**src/rtl/sar_adc_pkg.sv**
```systemverilog
// Shared types and defaults for the SAR ADC host sequencer.
package sar_adc_pkg;

    localparam int unsigned DEF_N_BITS         = 10;
    localparam int unsigned DEF_AVG_LOG2       = 2;
    localparam int unsigned DEF_TIMEOUT_CYCLES = 64;

    typedef enum logic [2:0] {
        IDLE,
        HOLD,
        WAIT_EOC,
        RECOVER,
        OUTPUT,
        ABORT
    } state_t;

    // Sum of 2^avg_log2 unsigned n_bits samples needs avg_log2 extra bits.
    function automatic int unsigned acc_width(input int unsigned n_bits,
                                              input int unsigned avg_log2);
        return n_bits + avg_log2;
    endfunction

endpackage

```
**src/rtl/sar_adc_host_if.sv**
```systemverilog
// ADC handshake (hold/eoc/result) plus the averaged valid/ready result stream.
interface sar_adc_host_if import sar_adc_pkg::*; #(
    parameter int unsigned N_BITS = DEF_N_BITS
);
    logic              input_hold_digital;
    logic              eoc;
    logic [N_BITS-1:0] adc_result;
    logic [N_BITS-1:0] result_data;
    logic              result_valid;
    logic              result_ready;

    // Host side: drives hold and the result stream.
    modport master (
        output input_hold_digital,
        input  eoc,
        input  adc_result,
        output result_data,
        output result_valid,
        input  result_ready
    );

    // ADC / consumer side.
    modport slave (
        input  input_hold_digital,
        output eoc,
        output adc_result,
        input  result_data,
        input  result_valid,
        output result_ready
    );
endinterface

```
**src/rtl/sar_avg_accum.sv**
```systemverilog
// Burst accumulator: sums samples, counts them, and presents the truncated mean.
module sar_avg_accum import sar_adc_pkg::*; #(
    parameter int unsigned N_BITS   = DEF_N_BITS,
    parameter int unsigned AVG_LOG2 = DEF_AVG_LOG2
) (
    input  logic              clk,
    input  logic              reset,
    input  logic              clear,
    input  logic              add,
    input  logic [N_BITS-1:0] sample,
    output logic              done,
    output logic [N_BITS-1:0] avg
);
    localparam int unsigned      ACC_W    = acc_width(N_BITS, AVG_LOG2);
    localparam int unsigned      CNT_W    = AVG_LOG2 + 1;
    localparam logic [CNT_W-1:0] CNT_FULL = CNT_W'(1) << AVG_LOG2;

    logic [ACC_W-1:0] acc_q, acc_d;
    logic [CNT_W-1:0] cnt_q, cnt_d;

    // Clear wins over add; the FSM never adds past a full burst.
    always_comb begin
        acc_d = acc_q;
        cnt_d = cnt_q;
        if (clear) begin
            acc_d = '0;
            cnt_d = '0;
        end else if (add) begin
            acc_d = acc_q + ACC_W'(sample);
            cnt_d = cnt_q + CNT_W'(1);
        end
    end

    // Accumulator and sample-count registers.
    always_ff @(posedge clk or negedge reset) begin
        if (!reset) begin
            acc_q <= '0;
            cnt_q <= '0;
        end else begin
            acc_q <= acc_d;
            cnt_q <= cnt_d;
        end
    end

    assign done = (cnt_q == CNT_FULL);
    assign avg  = N_BITS'(acc_q >> AVG_LOG2);

endmodule

```
**src/rtl/sar_adc_host.sv**
```systemverilog
// SAR ADC conversion sequencer: hold/eoc timing, timeout abort, burst averaging
// and a valid/ready result port with backpressure.
module sar_adc_host import sar_adc_pkg::*; #(
    parameter int unsigned N_BITS         = DEF_N_BITS,
    parameter int unsigned AVG_LOG2       = DEF_AVG_LOG2,
    parameter int unsigned TIMEOUT_CYCLES = DEF_TIMEOUT_CYCLES
) (
    input  logic           clk,
    input  logic           reset,
    input  logic           start,
    input  logic           continuous,
    output logic           busy,
    output logic           timeout_err,
    sar_adc_host_if.master adc
);
    localparam int unsigned      TMO_W    = $clog2(TIMEOUT_CYCLES + 1);
    localparam logic [TMO_W-1:0] TMO_LAST = TMO_W'(TIMEOUT_CYCLES - 1);

    state_t            state_q, state_d;
    logic              hold_q, hold_d;
    logic [N_BITS-1:0] data_q, data_d;
    logic              valid_q, valid_d;
    logic              busy_q, busy_d;
    logic              err_q, err_d;
    logic [TMO_W-1:0]  tmo_q, tmo_d;
    logic              eoc_q;

    logic              eoc_rise;
    logic              acc_clear;
    logic              acc_add;
    logic              acc_done;
    logic [N_BITS-1:0] acc_avg;

    assign eoc_rise = adc.eoc & ~eoc_q;

    sar_avg_accum #(
        .N_BITS   (N_BITS),
        .AVG_LOG2 (AVG_LOG2)
    ) u_accum (
        .clk    (clk),
        .reset  (reset),
        .clear  (acc_clear),
        .add    (acc_add),
        .sample (adc.adc_result),
        .done   (acc_done),
        .avg    (acc_avg)
    );

    // Next-state and next-output logic; every output is registered from here.
    always_comb begin
        state_d   = state_q;
        hold_d    = hold_q;
        data_d    = data_q;
        valid_d   = valid_q;
        err_d     = err_q;
        tmo_d     = tmo_q;
        acc_clear = 1'b0;
        acc_add   = 1'b0;
        case (state_q)
            IDLE: begin
                if (start) begin
                    acc_clear = 1'b1;
                    err_d     = 1'b0;
                    hold_d    = 1'b1;
                    state_d   = HOLD;
                end
            end
            HOLD: begin
                // Hold stays high into WAIT_EOC; timeout starts fresh there.
                tmo_d   = '0;
                state_d = WAIT_EOC;
            end
            WAIT_EOC: begin
                tmo_d = tmo_q + TMO_W'(1);
                // A rise on the final allowed cycle still counts as a sample.
                if (eoc_rise) begin
                    acc_add = 1'b1;
                    hold_d  = 1'b0;
                    tmo_d   = '0;
                    state_d = RECOVER;
                end else if (tmo_q == TMO_LAST) begin
                    hold_d  = 1'b0;
                    err_d   = 1'b1;
                    state_d = ABORT;
                end
            end
            RECOVER: begin
                tmo_d = tmo_q + TMO_W'(1);
                if (!adc.eoc) begin
                    if (acc_done) begin
                        data_d  = acc_avg;
                        valid_d = 1'b1;
                        state_d = OUTPUT;
                    end else begin
                        hold_d  = 1'b1;
                        state_d = HOLD;
                    end
                end else if (tmo_q == TMO_LAST) begin
                    err_d   = 1'b1;
                    state_d = ABORT;
                end
            end
            OUTPUT: begin
                // valid is always high here, so ready alone completes the handshake.
                if (adc.result_ready) begin
                    valid_d = 1'b0;
                    if (continuous) begin
                        acc_clear = 1'b1;
                        hold_d    = 1'b1;
                        state_d   = HOLD;
                    end else begin
                        state_d = IDLE;
                    end
                end
            end
            ABORT: begin
                acc_clear = 1'b1;
                state_d   = IDLE;
            end
            default: begin
                hold_d  = 1'b0;
                valid_d = 1'b0;
                state_d = IDLE;
            end
        endcase
        busy_d = (state_d != IDLE);
    end

    // Sequencer state, registered outputs, timeout counter and eoc edge history.
    always_ff @(posedge clk or negedge reset) begin
        if (!reset) begin
            state_q <= IDLE;
            hold_q  <= 1'b0;
            data_q  <= '0;
            valid_q <= 1'b0;
            busy_q  <= 1'b0;
            err_q   <= 1'b0;
            tmo_q   <= '0;
            eoc_q   <= 1'b0;
        end else begin
            state_q <= state_d;
            hold_q  <= hold_d;
            data_q  <= data_d;
            valid_q <= valid_d;
            busy_q  <= busy_d;
            err_q   <= err_d;
            tmo_q   <= tmo_d;
            eoc_q   <= adc.eoc;
        end
    end

    assign adc.input_hold_digital = hold_q;
    assign adc.result_data        = data_q;
    assign adc.result_valid       = valid_q;
    assign busy                   = busy_q;
    assign timeout_err            = err_q;

endmodule

```
**src/flat_wrapper.sv**
```systemverilog
// flat-port wrapper written by rule: the top's interface ports become plain ports
module sar_adc_host_flat import sar_adc_pkg::*;
#(
    parameter int unsigned N_BITS         = DEF_N_BITS,
    parameter int unsigned AVG_LOG2       = DEF_AVG_LOG2,
    parameter int unsigned TIMEOUT_CYCLES = DEF_TIMEOUT_CYCLES
)
  (clk, reset, start, continuous, busy, timeout_err, adc_input_hold_digital, adc_eoc, adc_adc_result, adc_result_data, adc_result_valid, adc_result_ready);
  sar_adc_host_if #(.N_BITS(N_BITS)) adc_i ();
  input  logic clk;
  input  logic reset;
  input  logic start;
  input  logic continuous;
  output logic busy;
  output logic timeout_err;
  output wire logic [$bits(adc_i.input_hold_digital)-1:0] adc_input_hold_digital;
  input wire logic [$bits(adc_i.eoc)-1:0] adc_eoc;
  input wire logic [$bits(adc_i.adc_result)-1:0] adc_adc_result;
  output wire logic [$bits(adc_i.result_data)-1:0] adc_result_data;
  output wire logic [$bits(adc_i.result_valid)-1:0] adc_result_valid;
  input wire logic [$bits(adc_i.result_ready)-1:0] adc_result_ready;
  assign adc_input_hold_digital = adc_i.input_hold_digital;
  assign adc_i.eoc = adc_eoc;
  assign adc_i.adc_result = adc_adc_result;
  assign adc_result_data = adc_i.result_data;
  assign adc_result_valid = adc_i.result_valid;
  assign adc_i.result_ready = adc_result_ready;
  sar_adc_host #(.N_BITS(N_BITS), .AVG_LOG2(AVG_LOG2), .TIMEOUT_CYCLES(TIMEOUT_CYCLES)) u_core (.clk(clk), .reset(reset), .start(start), .continuous(continuous), .busy(busy), .timeout_err(timeout_err), .adc(adc_i));
endmodule
```
**config.mk**
```make
export PLATFORM = sky130hd
export DESIGN_NAME = sar_adc_host_flat
export DESIGN_NICKNAME = d
export VERILOG_FILES = /design/src/rtl/sar_adc_pkg.sv /design/src/rtl/sar_adc_host_if.sv /design/src/rtl/sar_avg_accum.sv /design/src/rtl/sar_adc_host.sv /design/src/flat_wrapper.sv
export SDC_FILE = /design/constraint.sdc
export NUM_CORES = 1
export LEC_CHECK = 0
export BUFFER_PORTS_ARGS = -buffer_cell sky130_fd_sc_hd__buf_2
export CORE_MARGIN = 5
export CORE_UTILIZATION = 36
export CTS_CLUSTER_SIZE = 16
export DETAILED_ROUTE_END_ITERATION = 8
export PLACE_DENSITY = 0.57
export REMOVE_ABC_BUFFERS = 1
export SYNTH_ARGS = -nofsm -noshare
export SYNTH_HDL_FRONTEND = slang
export SYNTH_SLANG_ARGS = --single-unit
```
**constraint.sdc**
```tcl
create_clock -name clk -period 2.4 [get_ports clk]
set_clock_uncertainty 0.2 [all_clocks]
set_input_delay 0.48 -clock clk [delete_from_list [all_inputs] [get_ports clk]]
set_output_delay 0.48 -clock clk [all_outputs]
set_load 0.01 [all_outputs]
```
==> results_dict.tcl <==
set metrics [dict create \
    grt_start_max_net_pins 25 \
    slowest_delay_ns 0.47 \
    drt_wl_total_um 5150 \
    fin_crit_sh_pct 91.4 \
    worst_hold_slack_ns 0.185 \
    drv_cap 0 \
    min_period_ns 2.19 \
    antenna_found_initial 0 \
    die_h_um 89.4 \
    max_freq_ghz 0.456 \
    fin_nets 301 \
    cp_top_family "simple AND/OR/NAND/NOR gates" \
    num_vias 1844 \
    path_class "reg2reg" \
    pre_cts_ws_ns 0.00549 \
    area_growth_pct 18.6 \
    die_area_mm2 0.00799 \
    viasPerCell 5.28 \
    port_buffers 29 \
    gp_congestion 0.813 \
    irDropWorstVdd_v 0.000365 \
    grtUsageTotal_pct 14.0 \
    crit_fanout 5 \
    tns_ns 0 \
    n_antenna_cell 0 \
    fillers 637 \
    dp_hpwl_um 3870 \
    worst_setup_path_end_kind "flop" \
    root_buffer "clkbuf_8" \
    wirelength_met1_um 2530 \
    drc 0 \
    grt_setup_unrepaired "no" \
    drt_iter0_markers 75 \
    ys_seq_elements 40 \
    multi_input_area_mm2 0.00122 \
    place_area_mm2 0.00258 \
    fin_ws_ns 0.206 \
    clk_latency_ns 0.29 \
    status "finished, final reports clean" \
    drt_first_pass_iters 4 \
    leakage_nw 1.29 \
    core_region_area_mm2 0.00624 \
    netlist_area_mm2 0.00227 \
    synth-warning-count 0 \
    grt_pass1_vias 1859 \
    cp.required_ns 2.38 \
    slowest_stage "or4_1" \
    hold_class "in2reg" \
    wl_met3_um 135 \
    startpoint_type "flop" \
    cts_buffers 5 \
    netlist_instances 229 \
    wl_met2_um 2390 \
    overflow 0 \
    power_density_mw_per_mm2 1090 \
    cts.sinks 40 \
    slew_viol_final 0 \
    ant_nets 0 \
    finalHoldViolCount 0 \
    drive_gt1_share_pct 22.1 \
    grt_pass1_wl_um 8780 \
    synth_cell_types 51 \
    rows 29 \
    dr.max_layer_used "met4" \
    final-setup-viol-count 0 \
    cts_buffer_depth 2 \
    timing.max_slew.rel_slack_pct 59.3 \
    finalPower_mw 2.93 \
    cp_cell_sequence "ha_1 -> a21oi_2 -> and2_4 -> a211oi_2 -> or4_1 -> a32o_1" \
    routedWlPerCell_um 14.8 \
    h-tree-depth 2 \
    register_area_mm2 0.00100 \
    die_w_um 89.4 \
    tightest_slew_ns 0.606 \
    ys_seq_area_share_pct 44.1 \
    initial_utilization_pct 36.4 \
    critical_path_arrival_ns 2.18 \
    critPathBufInv 0 \
    ios 30 \
    syn_area_per_cell_um2 9.91 \
    cts_tree "yes" \
    clk_pin_slew_worst_paths_ns 0.08 \
    final_area_mm2 0.00269 \
]
[synth_stat cells, drive strengths merged]
library cell	n	share of area (%)
and3	2	0.55
a221oi	1	0.39
o2bb2ai	1	0.39
a31oi	3	0.83
o22a	1	0.39
and4	1	0.39
o22ai	4	1.1
a2111oi	2	1.0
a211oi	3	1.2
nand3	9	2.0
nor2b	3	0.83
and2	1	0.39
inv	5	0.83
o211ai	1	0.33
o21bai	2	0.66
buf	6	1.3
clkbuf	1	0.17
o31ai	2	0.66
ha	13	7.2
a211o	1	0.39
xor2	3	1.2
mux2i	1	0.44
nand4	1	0.28
a32o	1	0.44
a22o	3	1.2
mux2	11	5.5
nand2	28	4.6
or3	1	0.28
a21o	6	2.0
nor2	13	2.5
nor3b	2	0.88
a32oi	1	0.39
o21a	4	1.3
fa	1	0.88
nand3b	1	0.33
a21oi	13	3.0
nor3	6	1.5
xnor2	5	1.9
o21ai	18	4.0
nand2b	7	1.9
dfrtp	40	44
or4	1	0.33
[path summary, 6_finish.rpt]
| kind | slack [ns] | cells after the start | end | startpoint |
|---|---|---|---|---|
| setup / recovery | 0.21 | 6 | u_core.u_accum.acc_q[9] | u_core.u_accum.acc_q[4] |
| hold / removal | 0.18 | 1 | u_core.eoc_q | adc_eoc |
| setup reg to reg | 0.21 | 6 | u_core.u_accum.acc_q[9] | u_core.u_accum.acc_q[4] |
| hold reg to reg | 0.28 | 1 | u_core.adc.result_data[0] | u_core.adc.result_data[0] |
| max in group asynchronous | 1.08 | 3 | u_core.adc.result_data[2] | reset |
| min in group asynchronous | 0.45 | 2 | u_core.tmo_q[5] | reset |
[placed cells by master (no fill, tap or decap), types with 5 or more instances in the layout]
cell	n
xnor2_1	5
o21ai_0	12
inv_1	5
o21ai_1	6
a21o_1	5
clkbuf_8	6
nor2_1	12
nand2b_1	7
nand2_1	28
mux2_1	10
buf_2	29
buf_4	11
ha_1	13
dfrtp_1	40
nand3_1	9
a21oi_1	11
[report_power, final]
| group | total (mW) | switching (mW) | internal, mW |
|---|---|---|---|
| clock | 0.475 | 0.245 | 0.230 |
| sequential | 1.13 | 0.220 | 0.914 |
| combinational | 1.33 | 0.704 | 0.621 |
[repair_timing]
action | in CTS | in global routing
setup buffers | 0 | 0
hold buffers | 1 | 0
gates resized for setup | 0 | 1
endpoints found under the setup margin | 0 | 1
hold endpoints to repair | 16 | 0
[registers in the layout (all words and copies together) (netlist names)]
name,flops
u_core.adc.input_hold_digital,1
u_core.adc.result_data,10
u_core.adc.result_valid,1
u_core.busy,1
u_core.eoc_q,1
u_core.state_q,3
u_core.timeout_err,1
u_core.tmo_q,7
u_core.u_accum.acc_q,12
u_core.u_accum.cnt_q,3
[final cells by class]
type | count | share of cell area [%]
Tap cell | 77 | 3.58
Clock buffer | 6 | 3.07
Clock inverter | 2 | 0.372
Sequential cell | 40 | 37.2
Multi-Input combinational cell | 177 | 45.5
Inverter | 5 | 0.697
Timing Repair Buffer | 42 | 9.58
[per-stage QoR]
step / util, % / instances
after floorplan: - / 222
after global placement: 41.4 / 340
after detailed placement: 41.4 / 340
after CTS: 43.1 / 349
after global routing: 43.1 / 349
final: 43.1 / 349
[per-layer routing]
metal / GRT usage, % / up-vias
met1: 18.6 / 895
met4: 5.55 / 0
met2: 22.9 / 24
met5: 0 / -
met3: 2.12 / 9
li1: - / 916
[cell families (layout without fill, tap and decap cells)]
kind of cell / after synthesis / count (layout) / share of synthesized area (%)
multiplexers: 12 / 12 / 5.90
buffers and inverters: 12 / 55 / 2.32
AND/OR/NAND/NOR: 76 / 76 / 16.8
flip-flops: 40 / 40 / 44.1
AO/OA/AOI/OAI: 67 / 67 / 19.7
adder cells (fa/ha/maj): 14 / 14 / 8.05
XOR/XNOR: 8 / 8 / 3.09
(Power assumes the default switching activity.)
